$ cat config.mk
export PLATFORM = sky130hd
export DESIGN_NAME = param_mux_scanner
export DESIGN_NICKNAME = d
export VERILOG_FILES = /design/src/rtl/param_mux_scanner.sv
export SDC_FILE = /design/constraint.sdc
export NUM_CORES = 1
export LEC_CHECK = 0
export BUFFER_PORTS_ARGS = -buffer_cell sky130_fd_sc_hd__buf_4
export CAP_MARGIN = 20
export CORE_MARGIN = 2
export CORE_UTILIZATION = 46
export CTS_CLUSTER_DIAMETER = 50
export CTS_CLUSTER_SIZE = 25
export DETAILED_ROUTE_END_ITERATION = 10
export PLACE_DENSITY = 0.84
export SLEW_MARGIN = 20
export SYNTH_ARGS = -nofsm -noshare
export SYNTH_HDL_FRONTEND = slang
export SYNTH_SLANG_ARGS = --single-unit
$ cat constraint.sdc
create_clock -name clk -period 2.7 [get_ports clk]
set_input_delay 0.405 -clock clk [delete_from_list [all_inputs] [get_ports clk]]
set_output_delay 0.405 -clock clk [all_outputs]
set_load 0.005 [all_outputs]
$ cat src/rtl/param_mux_scanner.sv
// N-channel registered mux with manual select or auto-scan and a one-entry ready/valid output.
// Optional MUX_PARITY_EN registers even parity of each loaded word on par.
module param_mux_scanner #(
  parameter int W  = 8,
  parameter int N  = 4,
  parameter int SW = 2
) (
  input  logic            clk,
  input  logic            rst,
  input  logic [N*W-1:0]  din,
  input  logic [SW-1:0]   sel,
  input  logic            mode,
  input  logic            en,
  input  logic            out_ready,
  output logic [W-1:0]    dout,
  output logic [SW-1:0]   ch,
  output logic            out_valid,
  output logic            err,
  output logic            par
);

  typedef enum logic {EMPTY, FULL} state_t;

  localparam logic [SW-1:0] LAST = SW'(N - 1);

  state_t          state, state_nxt;
  logic            load;
  logic [SW-1:0]   idx;
  logic            idx_ok;
  logic [W-1:0]    load_data;
  logic [SW-1:0]   scan_cnt;

  always_comb begin
    load      = en && ((state == EMPTY) || out_ready);
    idx       = mode ? scan_cnt : sel;
    idx_ok    = 1'b0;
    load_data = '0;
    // out-of-range selects fall through the loop and load zero with err set
    for (int unsigned k = 0; k < N; k++) begin
      if (idx == SW'(k)) begin
        idx_ok    = 1'b1;
        load_data = din[k*W +: W];
      end
    end
  end

  always_comb begin
    state_nxt = state;
    case (state)
      EMPTY:   if (load) state_nxt = FULL;
      FULL:    if (out_ready && !en) state_nxt = EMPTY;
      default: state_nxt = EMPTY;
    endcase
  end

  always_ff @(posedge clk or posedge rst) begin
    if (rst) state <= EMPTY;
    else     state <= state_nxt;
  end

  always_ff @(posedge clk or posedge rst) begin
    if (rst) begin
      dout     <= '0;
      ch       <= '0;
      err      <= 1'b0;
      scan_cnt <= '0;
    end else if (load) begin
      dout <= load_data;
      ch   <= idx;
      err  <= !idx_ok;
      if (mode) scan_cnt <= (scan_cnt == LAST) ? '0 : scan_cnt + 1'b1;
    end
  end

  assign out_valid = (state == FULL);

`ifdef MUX_PARITY_EN
  always_ff @(posedge clk or posedge rst) begin
    if (rst)       par <= 1'b0;
    else if (load) par <= ^load_data;
  end
`else
  assign par = 1'b0;
`endif

endmodule

==> metrics.csv <==
metric;value;unit
status;finished, final reports clean;
cts_max_path_buffers;2;
critical_path_class;flip-flop to flip-flop;
p_switching;309.2;µW
drt-pass1-iter-count;4;
fin_crit_sh;56.69;%
pwr-share-seq;39.6;%
port_buffers;50;
cts_tree;yes;
layout.cells.non_filler;163;
synth.distinct_cells;24;
leakagePower;0.6333;nW
slew_headroom;64.15;%
place_hpwl;1939;µm
met2_usage;41.60;%
n_antenna_cell;0;
rows;15;
p_total;848.2;µW
crit_required;2.88;ns
cts-resized-gates;0;
synth_seq_cells;14;
grt.busiest_layer;met2;
tns;0;ns
cts_inserted_buffers;3;
drive_above_1_share;48.55;%
ys_warn_count;0;
cts.htree.levels;1;
use_met3;3.396;%
die_w;48.07;µm
cts_root_buf;clkbuf_4;
routed_wl;2462;µm
start_kind;flip-flop;
pin_count;52;
fmax;653.3;MHz
cp_data_arrival_time;1.71;ns
start_util;50.11;%
async_reset_ff_share;100.0;%
coreArea;0.001783;mm²
synth_fp_nets;130;
drt_iter0_markers;14;
yosysSeqAreaShare;39.22;%
cts_hold_buffers;0;
grt_max_degree;15;
tightest_slew;0.5371;ns
syn_area_per_cell;9.926;µm²
switching_share;36.46;%
nets;180;
vias;860;
synthFlopType;dfrtp_1;
pwr_density_cell;660.1;mW/mm²
irDropWorstVdd;0.0004252;V
track_usage;23.17;%
grt_overflow;0;
hp-class;input port to async pin;
end_kind;flip-flop;
synth_area;893.4;µm²
antenna_found_initial;0;
dp.cells;160;
post-place-ws;1.080;ns
fin_ws;1.169;ns
insertion_delay;0.28;ns
p_int;539.0;µW
grt_pass1_vias;888;
viasPerCell;5.276;
cts_setup_buffers;0;
dieArea;0.002311;mm²
period_minus_slack;1.531;ns
fin_worst_skew;0.01068;ns
hold_viol_final;0;
path_clk_slew;0.08;ns
antenna_left;0;
cts_num_sinks;14;
maxCapViolations;0;
crit_fanout;8;
place_congestion;0.7921;
pwr-share-comb;46.8;%
remaining_drc_errors;0;
synthToLayoutAreaGrowth;43.84;%
clkPwrFrac;13.6;%
rsz0062_at_grt;no;
slew_violations;0;
die_h;48.07;µm
synth_edf_count;0;
grt_pass1_wl;3622;µm
wl_per_cell;15.10;µm
syn_inst;90;
placement.cell_area;0.001262;mm²
grt_use_met1;26.27;%
setup_viol;0;
final_cell_area;0.001285;mm²
==> cell families after synthesis <==
kind of cell               count (synthesis)  share of synthesized area (%)
buffers and inverters                     17                          9.244
other                                      1                         0.4198
AOI/OAI and AO/OA                         29                          32.49
muxes                                      3                          3.641
DFF                                       14                          39.22
adders and majority gates                  1                          1.400
and+or+nand+nor                           25                          13.59
==> power by group through the flow <==
| stage | registers, mW | clock network, mW | logic (mW) |
|---|---|---|---|
| 6_report | 0.336 | 0.115 | 0.397 |
| 5_1_grt | 0.342 | 0.130 | 0.434 |
| 4_1_cts | 0.332 | 0.118 | 0.400 |
| 3_5_place_dp | 0.335 | 0 | 0.401 |
| 3_3_place_gp | 0.331 | 0 | 0.384 |
| 2_1_floorplan | 0.329 | 0 | 0.229 |
==> layer usage <==
layer | share of wire (%) | vias to the layer above
met5 | 0 | -
met4 | 2.2 | 0
met1 | 41 | 395
met3 | 4.9 | 6
li1 | - | 425
met2 | 52 | 34
==> Yosys cell counts (2+ instances only) <==
cell	number	area, µm²
nand2_1	5	18.77
a22oi_1	7	52.55
inv_1	12	45.04
clkbuf_1	2	7.510
mux2_2	2	22.52
buf_6	2	22.52
a211oi_1	8	60.06
a32o_1	2	20.02
dfrtp_1	14	350.3
a221oi_2	8	120.1
and2_1	2	12.51
nor2_1	13	48.80
nand2b_1	2	12.51
==> area by class of cell <==
| type | count | area [µm²] |
|---|---|---|
| fillers | 141 | 498.0 |
| multi-input cells | 59 | 460.4 |
| repair buffers | 50 | 375.4 |
| flip-flops and latches | 14 | 350.3 |
| inverters | 12 | 45.04 |
| well taps | 25 | 31.28 |
| clock buffers | 3 | 22.52 |
==> worst max-delay path, cell delays in order, from the launching register on <==
cell	delay, ns
dfrtp_1	0.44
inv_1	0.14
a32o_1	0.42
a211oi_1	0.15
a221oi_2	0.29
==> layout by cell type, fill, tap and decap left out <==
cell type / Yosys / final
nand2b_4: 1 / 1
mux2_2: 2 / 2
nand2_1: 5 / 5
and2_4: 1 / 1
inv_1: 12 / 12
buf_4: 1 / 50
a211oi_1: 8 / 8
a31oi_1: 1 / 1
conb_1: 1 / 1
nand2_2: 1 / 1
and2_1: 2 / 2
dfrtp_1: 14 / 14
o22ai_1: 1 / 1
clkbuf_4: 0 / 3
mux2i_1: 1 / 1
o21ai_0: 1 / 1
a32o_1: 2 / 2
a221oi_2: 8 / 8
nor2_1: 13 / 13
nand2b_1: 2 / 2
a22oi_1: 7 / 7
ha_1: 1 / 1
o22ai_4: 1 / 1
==> sequential cells by signal, indices dropped and copies added, names as in the netlist <==
| signal | cells |
|---|---|
| ch | 2 |
| dout | 8 |
| err | 1 |
| out_valid | 1 |
| scan_cnt | 2 |
==> metrics by stage <==
step | hold WS, ns | utilization (%)
after floorplan | 0.2942 | -
after global placement | 0.4649 | 70.81
after detailed placement | 0.4721 | 70.81
after CTS | 0.1805 | 72.07
after global routing | 0.2103 | 72.07
final | 0.1604 | 72.07
==> final timing paths <==
path | from | endpoint | slack [ns] | depth (start not counted)
hold / removal | rst | dout[0]$_DFFE_PP0P_ | 0.16 | 2
max in group asynchronous | rst | out_valid$_DFF_PP0_ | 2.17 | 2
setup / recovery | scan_cnt[1]$_DFFE_PP0P_ | dout[1]$_DFFE_PP0P_ | 1.17 | 4
min in group clk | en | out_valid$_DFF_PP0_ | 0.34 | 2
hold reg to reg | ch[1]$_DFFE_PP0P_ | ch[1]$_DFFE_PP0P_ | 0.49 | 2
setup reg to reg | scan_cnt[1]$_DFFE_PP0P_ | dout[1]$_DFFE_PP0P_ | 1.17 | 4
(Power assumes the default switching activity.)
